$ cat src/rtl/mc8051_mem_if.sv
// mc8051_mem_if: serialises the S2/S3 read and S5 write requests of the mc8051 onto one memory bus.
// Latency: a zero-wait read takes 3 cycles from strobe to done, and each wait state adds one cycle.
// Backpressure: o_stall is high while any slot is pending or the bus is busy. A strobe to a pending slot is dropped.
// Ports:
//   i_clk, i_rst                      clock and asynchronous active-high reset
//   i_sN_req / i_sN_mem_addr_d / i_sN_space, i_mem_wdata
//                                     per-stage request strobes, address, space and write data
//   i_flush                           cancels S2/S3 reads that have not been granted yet
//   o_mem_*, i_mem_rdata, i_mem_ready bus address/space/wdata, rd/wr request and completion handshake
//   o_s2/s3_data_buffer, o_sN_done    read results and one-cycle completion pulses
//   o_stall, o_bus_err                busy indication and timeout pulse
module mc8051_mem_if #(
  parameter int WAIT_MAX = 15,
  parameter int WAIT_W   = 8
) (
  input  logic        i_clk,
  input  logic        i_rst,
  input  logic        i_s2_req,
  input  logic        i_s3_req,
  input  logic        i_s5_req,
  input  logic [15:0] i_s2_mem_addr_d,
  input  logic [15:0] i_s3_mem_addr_d,
  input  logic [15:0] i_s5_mem_addr_d,
  input  logic [1:0]  i_s2_space,
  input  logic [1:0]  i_s3_space,
  input  logic [1:0]  i_s5_space,
  input  logic [7:0]  i_mem_wdata,
  input  logic        i_flush,
  output logic [15:0] o_mem_addr,
  output logic [1:0]  o_mem_space,
  output logic [7:0]  o_mem_wdata,
  output logic        o_mem_rd,
  output logic        o_mem_wr,
  input  logic [7:0]  i_mem_rdata,
  input  logic        i_mem_ready,
  output logic [7:0]  o_s2_data_buffer,
  output logic [7:0]  o_s3_data_buffer,
  output logic        o_s2_done,
  output logic        o_s3_done,
  output logic        o_s5_done,
  output logic        o_stall,
  output logic        o_bus_err
);

  typedef enum logic {
    ST_IDLE   = 1'b0,
    ST_ACCESS = 1'b1
  } state_e;

  localparam logic [1:0]        SLOT_S2  = 2'd0;
  localparam logic [1:0]        SLOT_S3  = 2'd1;
  localparam logic [1:0]        SLOT_S5  = 2'd2;
  localparam logic [WAIT_W-1:0] WAIT_LIM = WAIT_W'(WAIT_MAX);

  state_e            state_q, state_d;
  logic              s2_pend_q, s2_pend_d, s3_pend_q, s3_pend_d, s5_pend_q, s5_pend_d;
  logic [15:0]       s2_addr_q, s2_addr_d, s3_addr_q, s3_addr_d, s5_addr_q, s5_addr_d;
  logic [1:0]        s2_space_q, s2_space_d, s3_space_q, s3_space_d, s5_space_q, s5_space_d;
  logic [7:0]        s5_wdata_q, s5_wdata_d;
  logic [1:0]        act_slot_q, act_slot_d;
  logic              act_flush_q, act_flush_d;
  logic [WAIT_W-1:0] wait_cnt_q, wait_cnt_d;
  logic              rd_q, rd_d, wr_q, wr_d;
  logic [15:0]       bus_addr_q, bus_addr_d;
  logic [1:0]        bus_space_q, bus_space_d;
  logic [7:0]        bus_wdata_q, bus_wdata_d;
  logic [7:0]        s2_buf_q, s2_buf_d, s3_buf_q, s3_buf_d;
  logic              s2_done_q, s2_done_d, s3_done_q, s3_done_d, s5_done_q, s5_done_d;
  logic              bus_err_q, bus_err_d;

  logic       is_access;
  logic       act_is_read;
  logic       read_kill;
  logic       finish;
  logic [7:0] rd_result;

  assign is_access   = (state_q == ST_ACCESS);
  assign act_is_read = (act_slot_q != SLOT_S5);
  // A read flushed while on the bus still finishes its bus cycle but is discarded.
  assign read_kill   = act_is_read & (act_flush_q | i_flush);
  // Completion on ready, or abort once the wait budget is spent.
  assign finish      = i_mem_ready | (wait_cnt_q == WAIT_LIM);
  assign rd_result   = i_mem_ready ? i_mem_rdata : 8'hFF;

  always_comb begin
    state_d     = state_q;
    s2_pend_d   = s2_pend_q;
    s3_pend_d   = s3_pend_q;
    s5_pend_d   = s5_pend_q;
    s2_addr_d   = s2_addr_q;
    s3_addr_d   = s3_addr_q;
    s5_addr_d   = s5_addr_q;
    s2_space_d  = s2_space_q;
    s3_space_d  = s3_space_q;
    s5_space_d  = s5_space_q;
    s5_wdata_d  = s5_wdata_q;
    act_slot_d  = act_slot_q;
    act_flush_d = act_flush_q;
    wait_cnt_d  = wait_cnt_q;
    rd_d        = rd_q;
    wr_d        = wr_q;
    bus_addr_d  = bus_addr_q;
    bus_space_d = bus_space_q;
    bus_wdata_d = bus_wdata_q;
    s2_buf_d    = s2_buf_q;
    s3_buf_d    = s3_buf_q;
    s2_done_d   = 1'b0;
    s3_done_d   = 1'b0;
    s5_done_d   = 1'b0;
    bus_err_d   = 1'b0;

    // Slot capture. A read strobe arriving together with a flush is dropped.
    if (i_s2_req && !s2_pend_q && !i_flush) begin
      s2_pend_d  = 1'b1;
      s2_addr_d  = i_s2_mem_addr_d;
      s2_space_d = i_s2_space;
    end
    if (i_s3_req && !s3_pend_q && !i_flush) begin
      s3_pend_d  = 1'b1;
      s3_addr_d  = i_s3_mem_addr_d;
      s3_space_d = i_s3_space;
    end
    if (i_s5_req && !s5_pend_q) begin
      s5_pend_d  = 1'b1;
      s5_addr_d  = i_s5_mem_addr_d;
      s5_space_d = i_s5_space;
      s5_wdata_d = i_mem_wdata;
    end

    // Flush drops reads that are not on the bus. The read on the bus keeps its
    // pending bit until it finishes, so a new strobe cannot reuse the slot early.
    if (i_flush) begin
      if (!(is_access && act_slot_q == SLOT_S2)) s2_pend_d = 1'b0;
      if (!(is_access && act_slot_q == SLOT_S3)) s3_pend_d = 1'b0;
    end

    case (state_q)
      ST_IDLE: begin
        // Writes have priority, so an older write lands before a younger read.
        if (s5_pend_q || ((s2_pend_q || s3_pend_q) && !i_flush)) begin
          state_d     = ST_ACCESS;
          wait_cnt_d  = '0;
          act_flush_d = 1'b0;
          if (s5_pend_q) begin
            act_slot_d  = SLOT_S5;
            wr_d        = 1'b1;
            bus_addr_d  = s5_addr_q;
            bus_space_d = s5_space_q;
            bus_wdata_d = s5_wdata_q;
          end else if (s2_pend_q) begin
            act_slot_d  = SLOT_S2;
            rd_d        = 1'b1;
            bus_addr_d  = s2_addr_q;
            bus_space_d = s2_space_q;
          end else begin
            act_slot_d  = SLOT_S3;
            rd_d        = 1'b1;
            bus_addr_d  = s3_addr_q;
            bus_space_d = s3_space_q;
          end
        end
      end
      ST_ACCESS: begin
        if (finish) begin
          state_d   = ST_IDLE;
          rd_d      = 1'b0;
          wr_d      = 1'b0;
          bus_err_d = ~i_mem_ready;
          case (act_slot_q)
            SLOT_S2: begin
              s2_pend_d = 1'b0;
              if (!read_kill) begin
                s2_buf_d  = rd_result;
                s2_done_d = 1'b1;
              end
            end
            SLOT_S3: begin
              s3_pend_d = 1'b0;
              if (!read_kill) begin
                s3_buf_d  = rd_result;
                s3_done_d = 1'b1;
              end
            end
            default: begin
              s5_pend_d = 1'b0;
              s5_done_d = 1'b1;
            end
          endcase
        end else begin
          wait_cnt_d  = wait_cnt_q + WAIT_W'(1);
          act_flush_d = read_kill;
        end
      end
      default: state_d = ST_IDLE;
    endcase
  end

  always_ff @(posedge i_clk or posedge i_rst) begin
    if (i_rst) begin
      state_q     <= ST_IDLE;
      s2_pend_q   <= 1'b0;
      s3_pend_q   <= 1'b0;
      s5_pend_q   <= 1'b0;
      s2_addr_q   <= '0;
      s3_addr_q   <= '0;
      s5_addr_q   <= '0;
      s2_space_q  <= '0;
      s3_space_q  <= '0;
      s5_space_q  <= '0;
      s5_wdata_q  <= '0;
      act_slot_q  <= SLOT_S2;
      act_flush_q <= 1'b0;
      wait_cnt_q  <= '0;
      rd_q        <= 1'b0;
      wr_q        <= 1'b0;
      bus_addr_q  <= '0;
      bus_space_q <= '0;
      bus_wdata_q <= '0;
      s2_buf_q    <= 8'h00;
      s3_buf_q    <= 8'h00;
      s2_done_q   <= 1'b0;
      s3_done_q   <= 1'b0;
      s5_done_q   <= 1'b0;
      bus_err_q   <= 1'b0;
    end else begin
      state_q     <= state_d;
      s2_pend_q   <= s2_pend_d;
      s3_pend_q   <= s3_pend_d;
      s5_pend_q   <= s5_pend_d;
      s2_addr_q   <= s2_addr_d;
      s3_addr_q   <= s3_addr_d;
      s5_addr_q   <= s5_addr_d;
      s2_space_q  <= s2_space_d;
      s3_space_q  <= s3_space_d;
      s5_space_q  <= s5_space_d;
      s5_wdata_q  <= s5_wdata_d;
      act_slot_q  <= act_slot_d;
      act_flush_q <= act_flush_d;
      wait_cnt_q  <= wait_cnt_d;
      rd_q        <= rd_d;
      wr_q        <= wr_d;
      bus_addr_q  <= bus_addr_d;
      bus_space_q <= bus_space_d;
      bus_wdata_q <= bus_wdata_d;
      s2_buf_q    <= s2_buf_d;
      s3_buf_q    <= s3_buf_d;
      s2_done_q   <= s2_done_d;
      s3_done_q   <= s3_done_d;
      s5_done_q   <= s5_done_d;
      bus_err_q   <= bus_err_d;
    end
  end

  assign o_mem_addr       = bus_addr_q;
  assign o_mem_space      = bus_space_q;
  assign o_mem_wdata      = bus_wdata_q;
  assign o_mem_rd         = rd_q;
  assign o_mem_wr         = wr_q;
  assign o_s2_data_buffer = s2_buf_q;
  assign o_s3_data_buffer = s3_buf_q;
  assign o_s2_done        = s2_done_q;
  assign o_s3_done        = s3_done_q;
  assign o_s5_done        = s5_done_q;
  assign o_bus_err        = bus_err_q;
  assign o_stall          = s2_pend_q | s3_pend_q | s5_pend_q | is_access |
                            i_s2_req | i_s3_req | i_s5_req;

endmodule

$ cat config.mk
export PLATFORM = sky130hd
export DESIGN_NAME = mc8051_mem_if
export DESIGN_NICKNAME = d
export VERILOG_FILES = /design/src/rtl/mc8051_mem_if.sv
export SDC_FILE = /design/constraint.sdc
export NUM_CORES = 1
export LEC_CHECK = 0
export CORE_ASPECT_RATIO = 0.5
export CORE_UTILIZATION = 30
export DETAILED_ROUTE_END_ITERATION = 12
export GPL_TIMING_DRIVEN = 0
export SYNTH_ARGS = -nofsm -noshare
export SYNTH_HDL_FRONTEND = slang
export SYNTH_SLANG_ARGS = --single-unit
$ cat constraint.sdc
create_clock -name i_clk -period 4.6 [get_ports i_clk]
set_input_delay 0.92 -clock i_clk [delete_from_list [all_inputs] [get_ports i_clk]]
set_output_delay 0.92 -clock i_clk [all_outputs]
set_load 0.03 [all_outputs]
### Word level (Yosys, flattened, before mapping)

Index checks and enable logic that the tools add are counted.

* register bits after elaboration: 125
* bits of input ports: 77
* output and inout bits: 49
* logic and storage cells: 120

* add/sub/neg operators: 1
* eq/ne operators: 8
* mux-type cells: 51
* bitwise gates (word level): 12
* reduce and logical (&&, ||, !) cells: 23

Operators with widths (number)
* $mux 1: 38
* $mux 16: 2
* $mux 8: 3
* $pmux 8 s2: 1
* $ne 2x2->1 const B: 5
* $reduce_and 3->1: 3
* $add 8x1->8 const B: 1
* $eq 8x4->1 const B: 1
* $logic_and 1x1->1: 8
* $or 1x1->1: 8
* $pmux 1 s2: 4
* $reduce_and 4->1: 2
* $mux 2: 3
* $logic_not 1->1: 4
* $reduce_and 2->1: 2
* $not 1->1: 3
* $eq 2x1->1 const B: 1
* $logic_not 2->1: 1
* $logic_or 1x1->1: 2
* $ne 2x1->1 const B: 1
* $reduce_or 2->1: 1
* $and 1x1->1: 1

### Longest topological paths before layout

* depth after elaboration: 9
* gate-level depth with buffers: 6
* depth with buffers taken out: 5

### Least setup slack after synthesis

OpenSTA, ideal clock, no wires.

* path kind: input to output
* start point: input i_s2_req
* end point: output o_stall
* arrival time: 1315 ps
* data required time: 3680 ps
* setup slack: 2365 ps
* cell stages on the path: 2
* buffers on the path: 0
* cells stage by stage: nor3_1 -> nand3_1

* cells in the longest elaborated chain, start to end: 3

Ends and longest elaborated chain
* start: declaration: RTL line 18 `input logic i_s2_req,`
* $or 1x1->1: RTL line 265 `assign o_stall = s2_pend_q | s3_pend_q | s5_pend_q | is_access |`
* $or 1x1->1 (2 in series): RTL line 266 `i_s2_req | i_s3_req | i_s5_req;`
* end: declaration: RTL line 41 `output logic o_stall,`

Every way passes these cells.

### Final worst setup path

* start point: register s5_pend_q
* end point: output o_stall

* cells in the longest elaborated chain, start to end: 5

Ends and longest elaborated chain
* start: declaration: RTL line 56 `logic s2_pend_q, s2_pend_d, s3_pend_q, s3_pend_d, s5_pend_q, s5_pend_d;`
* start signal: assignment: RTL line 229 `s5_pend_q <= s5_pend_d;`
* $or 1x1->1 (3 in series): RTL line 265
* $or 1x1->1 (2 in series): RTL line 266

Every way passes these cells.

==> qor.txt <==
Status - finished, final reports clean
Cells after Synth - 412
Maximum vdd drop - 0.283 mV
Core area - 0.0167 mm2
Routed WL per cell - 15.9 um
Clk pin slew, worst setup/hold paths - 0.06 ns
DR iter-0 viols - 163
Cts repair resizes - 0
Final setup viols - 0
Row cnt - 33
Vias in the first global route - 3689
EDFF count, synth - 0
Setup CP Type - reg -> out
Initial antenna violation count - 0
Leading cell type in the layout, fill and taps excluded - dfrtp_1
Skew-Pair Late Insertion Delay - 0.41 ns
Synth Area in Simple Gates - 8.93%
GRT busiest layer - met2
Sequential share of the synthesized area - 60.0%
H-Tree Depth - 4
Port Buf Inserts - 124
Final period util - 76.9%
Die span in y - 95.2 um
Post-Route WL - 12700 um
P_leak - 3.11 nW
Post-route setup slack - 1.06 ns
CTS max path bufs - 2
Adder-Cell Fraction of Synth Area - 0.240%
Pre-CTS setup slack - 1.40 ns
Cell area after synthesis - 0.00521 mm2
FMAX - 0.283 GHz
Fin Clk Skew - 0.00893 ns
Least-Margin Pin Slew - 0.626 ns
Yosys warning count - 0
Tmin final - 3.54 ns
Post-route ant nets - 0
Final instance area - 0.00743 mm2
Worst Setup Start Kind - register
Met1 GRT Util - 19.9%
CP max stage cell - clkdlybuf4s50_1
Layout Nets - 634
Compound-Gate Fraction of Synth Area - 9.51%
CTS sink count - 125
Mapped Nets - 490
Global-route wire length before repair - 20200 um
Global routing met2 resource utilization - 23.8%
GRT Util Overall - 14.9%
Netlist cell types - 40
WP data arrival - 2.62 ns
Critical-path cell list - clkbuf_1, clkbuf_1, nor2_1, nand3_1, clkdlybuf4s50_1
# IOs - 126
Max Slew Vio Count - 0
CP max stage delay - 0.69 ns
Avg Inst Size Synth - 12.6 um2
Via count - 3608
Slew headroom - 58.3%
Dpl cells - 764
Final Hold Fails - 0
Root buffer cell - clkbuf_16
Post-synthesis mux area share - 18.8%
Class of the worst hold path - reg -> reg
Fin util - 44.5%
Total Power - 5.06 mW
Post-synth top flop - dfrtp_1
Drc violations - 0
WP buf/inv - 3
Post-CTS setup buffers - 0
Die X - 188 um
Initial Utilization - 31.2%
Worst-path fanout max - 10
Most frequent CP cell - clkbuf_1
Final Non-Filler Cells - 796
Hold Buf Count CTS - 0
Vias per inst - 4.53
Area grow syn2layout - 42.5%
Xor/xnor share of the synthesized area - 0%
TritonCTS buffer count - 17
CTS tree - yes
Largest net degree at the start of global routing - 89
Cell Pwr Density - 681 mW/mm2
Unrepaired setup endpoints after global routing - no
Largest delay share family, worst path - buffers and inverters
Crit end category - primary output
Final TNS setup - 0 ns
DP HPWL - 9010 um
Die Footprint - 0.0179 mm2
Number of diodes - 0
GR Overflow Total - 0
# Max-Cap Violations - 0
Layout cell share with drive strength beyond 1 - 22.1%
Count of state elements after synthesis - 125
Main combinational cell family by area after synthesis - multiplexers
TritonRoute pass-1 iters - 4
Dpl cell area - 0.00677 mm2
Leading cell types in the layout, fill and taps excluded - 125 x dfrtp_1, 124 x clkdlybuf4s50_1, 70 x mux2_2
GR Util met3 - 3.90%
Post-synth ARST share - 100%
GP Congestion - 0.790
Critical path required time - 3.68 ns
Min Hold Slack - 0.480 ns
[tightest hold or removal path, delay by kind of cell (launching register included)]
family / cells / cell delay [ns]
DFF: 1 / 0.33
AOI/OAI and AO/OA: 1 / 0.06
and+or+nand+nor: 1 / 0.05
[worst paths after layout]
kind / startpoint / end / slack (ns) / cells past startpoint
worst min register to register: o_mem_addr[15]$_DFFE_PP0P_ / o_mem_addr[15]$_DFFE_PP0P_ / 0.48 / 2
min in group asynchronous: i_rst / wait_cnt_q[0]$_DFFE_PP0P_ / 0.88 / 2
worst max-delay path: s5_pend_q$_DFF_PP0_ / o_stall / 1.06 / 5
worst min-delay path: o_mem_addr[15]$_DFFE_PP0P_ / o_mem_addr[15]$_DFFE_PP0P_ / 0.48 / 2
worst max register to register: wait_cnt_q[0]$_DFFE_PP0P_ / o_s3_data_buffer[4]$_DFFE_PP0P_ / 2.49 / 6
max in group asynchronous: i_rst / s3_space_q[1]$_DFFE_PP0P_ / 2.97 / 3
[state kept, by name (all words and copies together) (netlist names), 2 cells and up]
signal            flops
o_s3_data_buffer      8
s3_space_q            2
s5_space_q            2
s5_wdata_q            8
o_mem_addr           16
wait_cnt_q            8
s5_addr_q            16
s2_space_q            2
act_slot_q            2
o_mem_space           2
o_mem_wdata           8
s2_addr_q            16
o_s2_data_buffer      8
s3_addr_q            16
[synth_stat cells, drive strengths merged, types with 4 or more instances]
cell type	count	area, um2
a21oi	25	125
and3	4	26.3
buf	11	63.8
clkbuf	13	48.8
dfrtp	125	3130
inv	5	18.8
mux2	70	788
mux2i	19	190
nand2	28	105
nand2b	10	62.6
nand3	6	30.0
nor2	27	120
o21ai	25	125
o22a	16	150
[kinds of logic after synthesis]
family,count (synthesis)
buffers and inverters,29
AOI/OAI and AO/OA,78
muxes,89
DFF,125
and+or+nand+nor,90
adders and majority gates,1
[layout make-up]
type                    count  area [um2]
plain buffers              24         113
clock buffers              22         474
clock inverters            10         185
fillers                  1563        9250
inverters                   5        23.8
multi-input cells         258        1950
flip-flops and latches    125        3130
well taps                 227         284
repair buffers            125        1270
[layer usage]
layer,vias up,wire [um]
li1,1743,-
met1,1774,5940
met2,78,6030
met3,13,572
met4,0,109
met5,-,0
[power by group]
group / internal, mW / switching, mW / total [mW]
combinational: 0.848 / 0.975 / 1.82
clock: 1.01 / 0.484 / 1.49
sequential: 1.52 / 0.222 / 1.75
total: 3.38 / 1.68 / 5.06
No activity file was read; power rests on OpenSTA's default activity.
